### src/rtl/comparator_pkg.sv
// Shared definitions for the serial magnitude comparator: FSM encoding and counter sizing.
package comparator_pkg;

  typedef enum logic [1:0] {
    ST_IDLE = 2'd0,
    ST_SCAN = 2'd1,
    ST_DONE = 2'd2
  } state_e;

  // Slice-index counter width; never narrower than one bit.
  function automatic int unsigned cnt_width(input int unsigned n);
    if (n <= 1) return 1;
    return $clog2(n);
  endfunction

endpackage

### src/rtl/slice_compare.sv
// Combinational SLICE-bit unsigned compare: per-bit XNOR equality plus MSB-first magnitude chain.
module slice_compare #(
  parameter int unsigned SLICE = 2
) (
  input  logic [SLICE-1:0] sa,
  input  logic [SLICE-1:0] sb,
  output logic             s_eq,
  output logic             s_gt
);

  logic [SLICE-1:0] bit_eq;

  assign bit_eq = ~(sa ^ sb);

  always_comb begin
    logic higher_eq;
    higher_eq = 1'b1;
    s_gt      = 1'b0;
    // The first differing bit from the top decides the magnitude.
    for (int i = SLICE - 1; i >= 0; i--) begin
      s_gt      = s_gt | (higher_eq & sa[i] & ~sb[i]);
      higher_eq = higher_eq & bit_eq[i];
    end
    s_eq = higher_eq;
  end

endmodule

### src/rtl/serial_magnitude_comparator.sv
// Slice-serial MSB-first magnitude comparator with early exit and start/busy/done handshake.
// Define SERIAL_CMP_SIGNED_EN to compare operands as two's complement.
module serial_magnitude_comparator
  import comparator_pkg::*;
#(
  parameter int unsigned WIDTH = 8,
  parameter int unsigned SLICE = 2
) (
  input  logic             clk,
  input  logic             reset,
  input  logic             start,
  input  logic [WIDTH-1:0] a,
  input  logic [WIDTH-1:0] b,
  output logic             busy,
  output logic             done,
  output logic             eq,
  output logic             gt,
  output logic             lt,
  output logic [WIDTH-1:0] eq_mask
);

  localparam int unsigned NSLICE = WIDTH / SLICE;
  localparam int unsigned IDX_W  = cnt_width(NSLICE);

  state_e             state_q;
  logic [WIDTH-1:0]   a_q, b_q;
  logic [IDX_W-1:0]   idx_q;
  logic               busy_q, done_q, eq_q, gt_q, lt_q;
  logic [WIDTH-1:0]   mask_q;

  logic [SLICE-1:0]   sa, sb;
  logic               s_eq, s_gt;

  always_comb begin
    sa = a_q[idx_q * SLICE +: SLICE];
    sb = b_q[idx_q * SLICE +: SLICE];
`ifdef SERIAL_CMP_SIGNED_EN
    // Flipping the sign bits maps two's complement order onto unsigned order.
    if (idx_q == IDX_W'(NSLICE - 1)) begin
      sa[SLICE-1] = ~sa[SLICE-1];
      sb[SLICE-1] = ~sb[SLICE-1];
    end
`endif
  end

  slice_compare #(
    .SLICE(SLICE)
  ) u_slice_compare (
    .sa  (sa),
    .sb  (sb),
    .s_eq(s_eq),
    .s_gt(s_gt)
  );

  always_ff @(posedge clk) begin
    if (reset) begin
      state_q <= ST_IDLE;
      a_q     <= '0;
      b_q     <= '0;
      idx_q   <= '0;
      busy_q  <= 1'b0;
      done_q  <= 1'b0;
      eq_q    <= 1'b0;
      gt_q    <= 1'b0;
      lt_q    <= 1'b0;
      mask_q  <= '0;
    end else begin
      done_q <= 1'b0;
      case (state_q)
        ST_IDLE: begin
          if (start) begin
            a_q     <= a;
            b_q     <= b;
            idx_q   <= IDX_W'(NSLICE - 1);
            eq_q    <= 1'b0;
            gt_q    <= 1'b0;
            lt_q    <= 1'b0;
            mask_q  <= ~(a ^ b);
            busy_q  <= 1'b1;
            state_q <= ST_SCAN;
          end
        end
        ST_SCAN: begin
          if (!s_eq) begin
            gt_q    <= s_gt;
            lt_q    <= ~s_gt;
            busy_q  <= 1'b0;
            state_q <= ST_DONE;
          end else if (idx_q == '0) begin
            eq_q    <= 1'b1;
            busy_q  <= 1'b0;
            state_q <= ST_DONE;
          end else begin
            idx_q <= idx_q - 1'b1;
          end
        end
        ST_DONE: begin
          done_q  <= 1'b1;
          state_q <= ST_IDLE;
        end
        default: state_q <= ST_IDLE;
      endcase
    end
  end

  assign busy    = busy_q;
  assign done    = done_q;
  assign eq      = eq_q;
  assign gt      = gt_q;
  assign lt      = lt_q;
  assign eq_mask = mask_q;

endmodule
### config.mk
export PLATFORM = sky130hd
export DESIGN_NAME = serial_magnitude_comparator
export DESIGN_NICKNAME = d
export VERILOG_FILES = /design/src/rtl/comparator_pkg.sv /design/src/rtl/slice_compare.sv /design/src/rtl/serial_magnitude_comparator.sv
export SDC_FILE = /design/constraint.sdc
export NUM_CORES = 1
export LEC_CHECK = 0
export CAP_MARGIN = 15
export CELL_PAD_IN_SITES_DETAIL_PLACEMENT = 1
export CELL_PAD_IN_SITES_GLOBAL_PLACEMENT = 1
export CORE_MARGIN = 5
export CORE_UTILIZATION = 39
export DETAILED_ROUTE_END_ITERATION = 8
export PLACE_DENSITY_LB_ADDON = 0.25
export SYNTH_ARGS = -nofsm -noshare
export SYNTH_HDL_FRONTEND = slang
export SYNTH_SLANG_ARGS = --single-unit
### constraint.sdc
create_clock -name clk -period 3.9 [get_ports clk]
set_input_delay 0.39 -clock clk [delete_from_list [all_inputs] [get_ports clk]]
set_output_delay 0.39 -clock clk [all_outputs]
set_load 0.01 [all_outputs]
* After elaboration in Yosys (flattened, before gate mapping)
Cells that the tools add are included.
Widths: inputs -> output; s select.
** Storage, ports and cells
- Register bits :: 33
- Output and inout port bits :: 13
- Logic and storage cells :: 63
** Operators by class
- $add $sub $neg :: 1
- Equal/unequal tests :: 8
- Shifts and indexed selects :: 2
- Muxes and demuxes :: 21
- Bitwise gates (word level) :: 12
- Reductions and logical operators :: 9
** Operators with widths (number)
- $shiftx 8x4->2 :: 2
- $mux 2 :: 6
- $ne 2x2->1 const B :: 5
- $mux 1 :: 9
- $not 8->8 :: 1
- $pmux 1 s2 :: 4
- $pmux 2 s2 :: 2
- $reduce_and 4->1 :: 2
- $xor 8x8->8 :: 1
- $reduce_and 3->1 :: 2
- $and 1x1->1 :: 4
- $logic_not 2->1 :: 2
- $reduce_and 2->1 :: 2
- $ne 3x3->1 const B :: 1
- $not 1->1 :: 3
- $eq 2x1->1 const B :: 1
- $eq 2x2->1 const B :: 1
- $not 2->2 :: 1
- $reduce_bool 2->1 :: 1
- $sub 2x1->2 const B :: 1
- $xor 2x2->2 :: 1
- $or 1x1->1 :: 1

* Logic depth before layout (Yosys ltp)
Gate-level depths: netlist of the first run.
- Depth after elaboration :: 9
- Gate-level depth with buffers :: 9
- Depth with buffers taken out :: 8

* By module
A second synthesis of the first run with hierarchy kept.
** Unflattened totals
- Cell total of the unflattened synthesis :: 163
- Area, all modules :: 1412.6 µm²
** By module, submodules not included
- serial_magnitude_comparator :: instances 1, cells an instance 157, area each 1368.8 µm²
- slice_compare :: instances 1, cells an instance 6, area each 43.8 µm²

* Least setup slack after synthesis of the first run
OpenSTA, ideal clock, no wires.
- Kind :: register -> register
- From :: register idx_q[0]
- To :: register idx_q[0]
- Setup time :: 0.074 ns
- Arrival :: 2.010 ns
- Slack :: 1.816 ns
- Cell stages (with the launch flop) :: 9
- Period minus slack after synthesis :: 2.084 ns
- Path through :: dfxtp_1 buf_2 mux4_2 ha_1 nand3b_1 a21oi_1 nor2_1 or3_1 a31oi_1
** Between the ends
- Longest elaborated chain between the ends :: 6
- Elaborated cells on any way between the ends :: 13
** RTL lines
- start: declaration :: line serial_magnitude_comparator.sv:27 : logic [IDX_W-1:0] idx_q;
- start signal: assignment :: line serial_magnitude_comparator.sv:74 : idx_q <= IDX_W'(NSLICE - 1);
- start signal: assignment :: line serial_magnitude_comparator.sv:94 : idx_q <= idx_q - 1'b1;
- $shiftx 8x4->2 (on tied branches) :: line serial_magnitude_comparator.sv:35, serial_magnitude_comparator.sv:36
- $xor 2x2->2 :: line slice_compare.sv:13 : assign bit_eq = ~(sa ^ sb);
- $not 2->2 :: line slice_compare.sv:13
- $and 1x1->1 :: line slice_compare.sv:22 : higher_eq = higher_eq & bit_eq[i];
- $ne 2x2->1 (no line)
- $reduce_and 4->1 (no line)
Parallel ways exist; a longest one is shown, timed or not. The select of a mux whose other input is x is not followed.
A chain may end at the register's enable or synchronous reset.

* Worst setup path after layout of the first run
Ends and elaborated chain as after synthesis.

==> out/qor.log, run 1 <==
[sta] final-layout worst hold slack 455 ps
[grt] pin count of the biggest net entering global routing 28
[routing] number of detailed-route iterations in the first pass 4
[pwr] power density over cell area 444 nW/um2
[synthesis] post-synthesis cell type with the largest combined area sky130_fd_sc_hd__dfxtp_1
[layout] multi-input combinational cell area 785 um2
[cts] clock root buffer sky130_fd_sc_hd__clkbuf_8
[synthesis] share of synthesized area occupied by flip-flops and latches 42.9%
[critical_path] startpoint type of the worst setup path register
[die] floorplan die width 72.8 um
[layout] final layout net count 230
[sta] Peak Freq 422 MHz
[sta] total count of hold-check failures in the final report 0
[cts] number of levels the H-tree was split into 2
[synthesis] Warnings, synthesis 0
[critical_path] Critical R2R Launch idx_q[0]$_SDFFE_PP0P_
[critical_path] CP startpoint idx_q[0]$_SDFFE_PP0P_
[synthesis] summed instance area of the synthesized netlist 1540 um2
[critical_path] FF-to-FF setup slack 1530 ps
[pwr] total power after layout 856 uW
[critical_path] crit-path max cell delay 590 ps
[cts] clock transition at the registers of the reported paths 70 ps
[routing] ANT nets after route 0
[synthesis] number of synthesized register bits 33
[grt] vias in the first global route 1388
[placed_design] post-place setup slack 1540 ps
[critical_path] critical path data arrival time 2590 ps
[die] boundary pin count 32
[synthesis] Synth cell types 36
[cts] Post-CTS Hold Fix Bufs 0
[layout] layout cells sized above 1 9.05%
[synthesis] Mapped Cells 183
[synthesis] most frequently used flop master after synthesis sky130_fd_sc_hd__dfxtp_1
[cts] number of buffers on the longest clock path 2
[cts] Sink Count 33
[placed_design] DP Wirelength 2760 um
[routing] detailed-route wire length 3610 um
[pwr] standby leakage power 0.701 nW
[pwr] Worst IR Drop VDD 0.272 mV
[layout] Seq. cell area 661 um2
[die] Core Area 3740 um2
[critical_path] R2R Path End idx_q[0]$_SDFFE_PP0P_
[critical_path] CP Capture Type register
[grt] met1 Usage GRT 16.8%
[cts] number of gates resized after cts 0
[layout] Area growth syn-to-layout 25.1%
[synthesis] synthesized netlist net count 204
[routing] average wire per standard cell 14.0 um
[hold_path] worst hold path type register to register
[die] floorplan die height 72.8 um
[critical_path] cell-by-cell trace of the critical path mux4_2, ha_1, nand3b_1, a21oi_1, nor2_1, or3_1, a31oi_1
[synthesis] ys async rst share 0%
[grt] GR Layer Usage met2 26.1%
[sta] Setup TNS 0 ps
[critical_path] worst-path maximum fanout 11
[grt] GRT Residual Overflow 0
[synthesis] area share of the leading cell type in the synthesized netlist 42.9%
[sta] maximum clock skew at final layout 4.53 ps
[grt] GR peak layer met2
[die] overall die area 5310 um2
[synthesis] most frequently used cell type in the post-synthesis netlist sky130_fd_sc_hd__nand2_1
[critical_path] CP endpoint idx_q[0]$_SDFFE_PP0P_
[placed_design] Final Wtd Congestion 0.893
[sta] number of slew-limit violations in the final report 0
[sta] transition time at the pin with the least slew margin 997 ps
[synthesis] Post-synth EDFFs 0
[routing] DRC marker count from the first detailed-route iteration 45
[grt] initial antenna violation count 0
[grt] GRT Total Usage 14.9%
[synthesis] top cells by area, synth sky130_fd_sc_hd__dfxtp_1 (43%), sky130_fd_sc_hd__nand2_1 (12%), sky130_fd_sc_hd__a21oi_1 (8.8%)
[placed_design] Port Buf Inserts 31
[critical_path] required time worst endpoint 4110 ps
[cts] number of buffers inserted during clock tree synthesis 5
[sta] period utilization 60.8%
[cts] post-CTS setup repair buffer count 0
[layout] diode insertion count for antenna repair 0
[grt] met3 Usage GRT 3.86%
[job] maximum capacitance violations 0
[grt] global-route wire length before repair 6130 um
[critical_path] cell depth of the worst flop-to-flop path 7
[cts] clock latency on the worst-skew pair 280 ps
[routing] Vias per Instance 5.17
[sta] Setup Viol. Count Final 0
[sta] headroom to the max-slew limit 33.4%
[routing] total via count in the routed design 1333
[die] initial cell density of the core 41.1%
[synthesis] commonest cells in the synthesized netlist sky130_fd_sc_hd__nand2_1 (48), sky130_fd_sc_hd__dfxtp_1 (33), sky130_fd_sc_hd__a21oi_1 (27)
[critical_path] critical-path cell with the highest stage delay sky130_fd_sc_hd__dfxtp_1
[synthesis] mean area per synthesized cell 8.42 um2
[sta] min Tclk post-route 2370 ps
[die] total number of placement rows 22
[critical_path] Setup CP Type register to register
[sta] setup repair after global routing missed its margin no
[sta] Final Worst Setup Slack 1530 ps
[hold_path] count of cells along the worst hold path 2
[run_status] run status finished, final reports clean
[cts] CTS tree done
[layout] fillcell total 465
[routing] number of DRC violations after detailed routing 0
==> worst min-delay path by stage <==
stage / start / to / slack [ps]
after floorplan: a_q[5]$_SDFFE_PP0P_ / a_q[5]$_SDFFE_PP0P_ / 430
after global placement: eq_mask[4]$_SDFFE_PP0P_ / eq_mask[4]$_SDFFE_PP0P_ / 440
after detailed placement: eq_mask[7]$_SDFFE_PP0P_ / eq_mask[7]$_SDFFE_PP0P_ / 450
after CTS: eq_mask[7]$_SDFFE_PP0P_ / eq_mask[7]$_SDFFE_PP0P_ / 460
after global routing: eq_mask[4]$_SDFFE_PP0P_ / eq_mask[4]$_SDFFE_PP0P_ / 480
final: eq_mask[7]$_SDFFE_PP0P_ / eq_mask[7]$_SDFFE_PP0P_ / 460
==> area by class of cell <==
cell class                 count  area share (%)
inverter                       5            1.10
sequential                    33            34.3
clock buffer                   6            3.77
multi-input combinational    132            40.7
clock inverter                 2           0.519
timing repair buffer          32            16.5
tap                           48            3.12
==> critical path: cells and delay by family, from the launching register on <==
kind | cells | cell delay, ps
AO/OA/AOI/OAI | 2 | 290
flip-flops | 1 | 590
AND/OR/NAND/NOR | 3 | 480
multiplexers | 1 | 570
adder cells (fa/ha/maj) | 1 | 380
==> where the power goes <==
| group | switching [mW] | internal (mW) | total (mW) |
|---|---|---|---|
| Clock | 0.123 | 0.124 | 0.246 |
| Combinational | 0.111 | 0.101 | 0.212 |
| Sequential | 0.0309 | 0.367 | 0.398 |
| Total | 0.265 | 0.591 | 0.856 |
==> logic make-up (layout without fill, tap and decap cells) <==
group                      count (synthesis)  count (layout)  synth area share, %
muxes                                      3               3                 3.82
DFF                                       33              33                 42.9
and+or+nand+nor                           75              75                 22.3
xor gates and xnor gates                  12              12                 6.82
buffers and inverters                     18              45                 6.17
adders and majority gates                  2               2                 1.62
AOI/OAI and AO/OA                         40              40                 16.3
==> state kept, by name, summed over array words and instances, names as in the netlist, 2 cells and up <==
name and count:
a_q 8, state_q 2, b_q 8, eq_mask 8
idx_q 2
==> placed cells by master (no fill, tap or decap), drive strengths merged <==
cell type / n
o311ai: 2
nor3: 3
o21a: 3
or3: 1
o211ai: 1
o21ai: 1
and3: 1
xnor2: 8
nor2b: 1
ha: 2
clkbuf: 6
xor2: 4
clkdlybuf4s50: 31
nand2: 48
buf: 1
nor2: 8
nor4b: 1
nand3b: 3
or2: 1
o2111a: 1
a31oi: 2
o2111ai: 1
nand2b: 3
a2111oi: 1
inv: 5
nand3: 3
mux4: 2
dfxtp: 33
a21oi: 27
nor3b: 2
clkinv: 2
o41ai: 1
mux2i: 1
==> per-layer routing <==
metal | vias up | share of wire, %
met5 | - | 0
met4 | 0 | 2.1
met3 | 9 | 3.4
met2 | 19 | 52
met1 | 641 | 42
li1 | 664 | -
==> stage by stage <==
step                std cells  instance area (um2)  util (%)
floorplan                 183                 1540         -
global placement          250                 1840      49.3
detailed placement        250                 1840      49.3
CTS                       258                 1930      51.5
global route              258                 1930      51.5
finish                    258                 1930      51.5
(Power assumes the default switching activity.)
==> run 2, diff against run 1 <==
--- a/config.mk
+++ b/config.mk
@@ -9,7 +9,7 @@
 export CELL_PAD_IN_SITES_DETAIL_PLACEMENT = 1
 export CELL_PAD_IN_SITES_GLOBAL_PLACEMENT = 1
 export CORE_MARGIN = 5
-export CORE_UTILIZATION = 39
+export CORE_UTILIZATION = 33
 export DETAILED_ROUTE_END_ITERATION = 8
 export PLACE_DENSITY_LB_ADDON = 0.25
 export SYNTH_ARGS = -nofsm -noshare
==> constraint.sdc (replaced) <==
create_clock -name clk -period 2.1 [get_ports clk]
set_input_delay 0.21 -clock clk [delete_from_list [all_inputs] [get_ports clk]]
set_output_delay 0.21 -clock clk [all_outputs]
set_load 0.01 [all_outputs]
==> run 2 against run 1 <==
  * Critical path depth did not move
  * Core utilization fell by 6.5 points
  * Sequential power rose by 83%
  * Non-clock buffer count rose by 5
  * Clock power rose by 98%
  * Die area rose by 16%
  * Largest power group unchanged
==> out/qor.log, run 2 (synthesis gave the netlist of run 1 again) <==
[run_status] run status finished, final reports clean [unchanged]
[sta] setup repair after global routing missed its margin yes [was no]
[hold_path] worst hold path type register to register [unchanged]
[die] total number of placement rows 24 [was 22]
[die] initial cell density of the core 34.7% [was 41.1%]
[pwr] combinational share of power 27.1% [was 24.8%]
[placed_design] Port Buf Inserts 31 [unchanged]
[critical_path] cell-by-cell trace of the critical path mux4_2, ha_4, nand3b_1, a21oi_2, nor2_1, or3_1, a31oi_1 [was mux4_2, ha_1, nand3b_1, a21oi_1, nor2_1, or3_1, a31oi_1]
[pwr] Clock power frac 29.2% [was 28.8%]
[cts] number of buffers inserted during clock tree synthesis 5 [unchanged]
[layout] layout cells sized above 1 12.6% [was 9.05%]
[sta] final-layout worst hold slack 455 ps [about the same]
[grt] GRT Total Usage 14.6% [was 14.9%]
[cts] number of levels the H-tree was split into 2 [unchanged]
[critical_path] FF-to-FF setup slack 1 ps [was 1530 ps]
[layout] diode insertion count for antenna repair 0 [unchanged]
[hold_path] origin of the worst min-delay path eq_mask[5]$_SDFFE_PP0P_ [was eq_mask[7]$_SDFFE_PP0P_]
[sta] number of slew-limit violations in the final report 0 [unchanged]
[layout] most frequent standard cell in the layout excluding fill and tap cells sky130_fd_sc_hd__nand2_1 [unchanged]
[routing] DRC marker count from the first detailed-route iteration 63 [was 45]
[routing] average wire per standard cell 15.7 um [was 14.0 um]
[layout] finished layout cell area 2000 um2 [was 1930 um2]
[placed_design] placed instance count 258 [was 250]
[routing] number of detailed-route iterations in the first pass 4 [unchanged]
[critical_path] critical path data arrival time 2300 ps [was 2590 ps]
[critical_path] crit-path max cell delay 530 ps [was 590 ps]
[pwr] power density over cell area 835 nW/um2 [was 444 nW/um2]
[layout] Post-Layout Cell Count 266 [was 258]
[routing] total via count in the routed design 1373 [was 1333]
[routing] ANT nets after route 0 [unchanged]
[die] overall die area 6130 um2 [was 5310 um2]
[critical_path] critical path buffer and inverter count 0 [unchanged]
[pwr] Switching Power 515 uW [was 265 uW]
[cts] CTS tree done [unchanged]
[hold_path] Hold Path End eq_mask[5]$_SDFFE_PP0P_ [was eq_mask[7]$_SDFFE_PP0P_]
[critical_path] R2R Path End idx_q[0]$_SDFFE_PP0P_ [unchanged]
[sta] transition time at the pin with the least slew margin 565 ps [was 997 ps]
[sta] total count of hold-check failures in the final report 0 [unchanged]
[critical_path] Setup CP Type register to register [unchanged]
[sta] min Tclk post-route 2100 ps [was 2370 ps]
[pwr] internal power component 1.15 mW [was 591 uW]
[cts] number of buffers on the longest clock path 2 [unchanged]
[pwr] Sequential Power Share 43.7% [was 46.5%]
[cts] clock transition at the registers of the reported paths 70 ps [about the same]
[critical_path] CP Capture Type register [unchanged]
[pwr] standby leakage power 0.726 nW [was 0.701 nW]
[critical_path] required time worst endpoint 2300 ps [was 4110 ps]
[grt] initial antenna violation count 0 [unchanged]
[sta] Setup TNS 0 ps [unchanged]
[die] floorplan die width 78.3 um [was 72.8 um]
[routing] detailed-route wire length 4190 um [was 3610 um]
[pwr] Sw Ratio 30.9% [was 31.0%]
[grt] GRT Residual Overflow 0 [unchanged]
[critical_path] cell depth of the worst flop-to-flop path 7 [unchanged]
[sta] Setup Viol. Count Final 0 [unchanged]
[pwr] Worst IR Drop VDD 0.402 mV [was 0.272 mV]
[sta] period utilization 99.9% [was 60.8%]
[grt] global-route wire length before repair 7000 um [was 6130 um]
[job] maximum capacitance violations 0 [unchanged]
[cts] Sink Count 33 [unchanged]
[die] floorplan die height 78.3 um [was 72.8 um]
[critical_path] startpoint type of the worst setup path register [unchanged]
[cts] clock latency on the worst-skew pair 290 ps [was 280 ps]
[grt] vias in the first global route 1431 [was 1388]
[grt] pin count of the biggest net entering global routing 28 [unchanged]
[cts] clock root buffer sky130_fd_sc_hd__clkbuf_8 [unchanged]
[layout] fillcell total 532 [was 465]
[sta] headroom to the max-slew limit 61.8% [was 33.4%]
[placed_design] DP Wirelength 2960 um [was 2760 um]
[die] Core Area 4440 um2 [was 3740 um2]
[routing] number of DRC violations after detailed routing 0 [unchanged]
[hold_path] count of cells along the worst hold path 2 [unchanged]
[critical_path] Critical R2R Launch idx_q[0]$_SDFFE_PP0P_ [unchanged]
[placed_design] DP Area 1880 um2 [was 1840 um2]
[critical_path] worst-path maximum fanout 3 [was 11]
[routing] Vias per Instance 5.16 [was 5.17]
[placed_design] Final Wtd Congestion 0.900 [was 0.893]
[critical_path] critical-path cell with the highest stage delay sky130_fd_sc_hd__mux4_2 [was sky130_fd_sc_hd__dfxtp_1]
[die] boundary pin count 32 [unchanged]
[sta] Peak Freq 476 MHz [was 422 MHz]
[layout] final layout net count 235 [was 230]
[layout] most frequent cells in the layout sky130_fd_sc_hd__nand2_1 (48), sky130_fd_sc_hd__dfxtp_1 (32), sky130_fd_sc_hd__clkdlybuf4s50_1 (31) [was sky130_fd_sc_hd__nand2_1 (48), sky130_fd_sc_hd__dfxtp_1 (33), sky130_fd_sc_hd__clkdlybuf4s50_1 (31)]
[critical_path] gate family responsible for the most delay along the worst path multiplexers [was flip-flops]
[sta] maximum clock skew at final layout 6.55 ps [was 4.53 ps]
[layout] Area growth syn-to-layout 29.7% [was 25.1%]
run 2: worst reg2reg max path, cell delays in order, from the launching register on:
cell and delay, ps:
sky130_fd_sc_hd__dfxtp_4 370, sky130_fd_sc_hd__mux4_2 530, sky130_fd_sc_hd__ha_4 300, sky130_fd_sc_hd__nand3b_1 110, sky130_fd_sc_hd__a21oi_2 160, sky130_fd_sc_hd__nor2_1 60, sky130_fd_sc_hd__or3_1 320, sky130_fd_sc_hd__a31oi_1 180
run 2: power by group through the flow:
stage / Sequential, mW / Combinational (mW) / Clock [mW]
after global routing: 0.736 / 0.495 / 0.527
after CTS: 0.728 / 0.442 / 0.497
after global placement: 0.736 / 0.412 / 0
final: 0.729 / 0.453 / 0.487
after floorplan: 0.732 / 0.285 / 0
after detailed placement: 0.740 / 0.428 / 0
run 2: cell type report:
cell class | instances | area (um2) | area share [%]
Tap cell | 52 | 65.1 | 3.26
Inverter | 5 | 21.3 | 1.07
Clock inverter | 1 | 7.51 | 0.376
Timing Repair Buffer | 37 | 355 | 17.8
Sequential cell | 33 | 664 | 33.3
Clock buffer | 6 | 82.6 | 4.14
Multi-Input combinational cell | 132 | 801 | 40.1
run 2: stage by stage:
step	worst slack [ps]	utilization (%)	power (mW)
6_report	1.12	44.9	1.67
5_1_grt	-69.7	44.9	1.76
4_1_cts	47.5	44.6	1.67
2_1_floorplan	15.6	-	1.02
3_3_place_gp	62.3	42.3	1.15
3_5_place_dp	-3.35	42.3	1.17
run 2: per-layer routing:
metal  wire [um]  GRT usage (%)
met2        2080           24.9
met5           0              0
met3         152           4.12
met4          66           6.47
met1        1890           16.9
run 2: timing repair:
| item | CTS | global route |
|---|---|---|
| setup endpoints to repair | 1 | 1 |
| setup buffers | 0 | 1 |
| hold buffers | 0 | 0 |
| pin swaps | 0 | 2 |
| resized for setup | 2 | 2 |
| endpoints found under the hold margin | 0 | 0 |
run 2: worst max-delay path by stage:
stage,endpoint,slack (ps),cells past startpoint,from
2_1_floorplan,idx_q[0]$_SDFFE_PP0P_,20,8,idx_q[0]$_SDFFE_PP0P_
3_3_place_gp,idx_q[0]$_SDFFE_PP0P_,60,7,idx_q[0]$_SDFFE_PP0P_
3_5_place_dp,idx_q[0]$_SDFFE_PP0P_,-3,7,idx_q[0]$_SDFFE_PP0P_
4_1_cts,idx_q[0]$_SDFFE_PP0P_,50,7,idx_q[0]$_SDFFE_PP0P_
5_1_grt,idx_q[0]$_SDFFE_PP0P_,-70,7,idx_q[0]$_SDFFE_PP0P_
6_report,idx_q[0]$_SDFFE_PP0P_,1,7,idx_q[0]$_SDFFE_PP0P_
==> run 3, diff against run 2 <==
--- a/config.mk
+++ b/config.mk
@@ -10,6 +10,7 @@
 export CELL_PAD_IN_SITES_GLOBAL_PLACEMENT = 1
 export CORE_MARGIN = 5
 export CORE_UTILIZATION = 33
+export CTS_CLUSTER_SIZE = 14
 export DETAILED_ROUTE_END_ITERATION = 8
 export PLACE_DENSITY_LB_ADDON = 0.25
 export SYNTH_ARGS = -nofsm -noshare
==> results of run 3 <==
The final DEF is identical to that of run 2; final timing and power are the same.
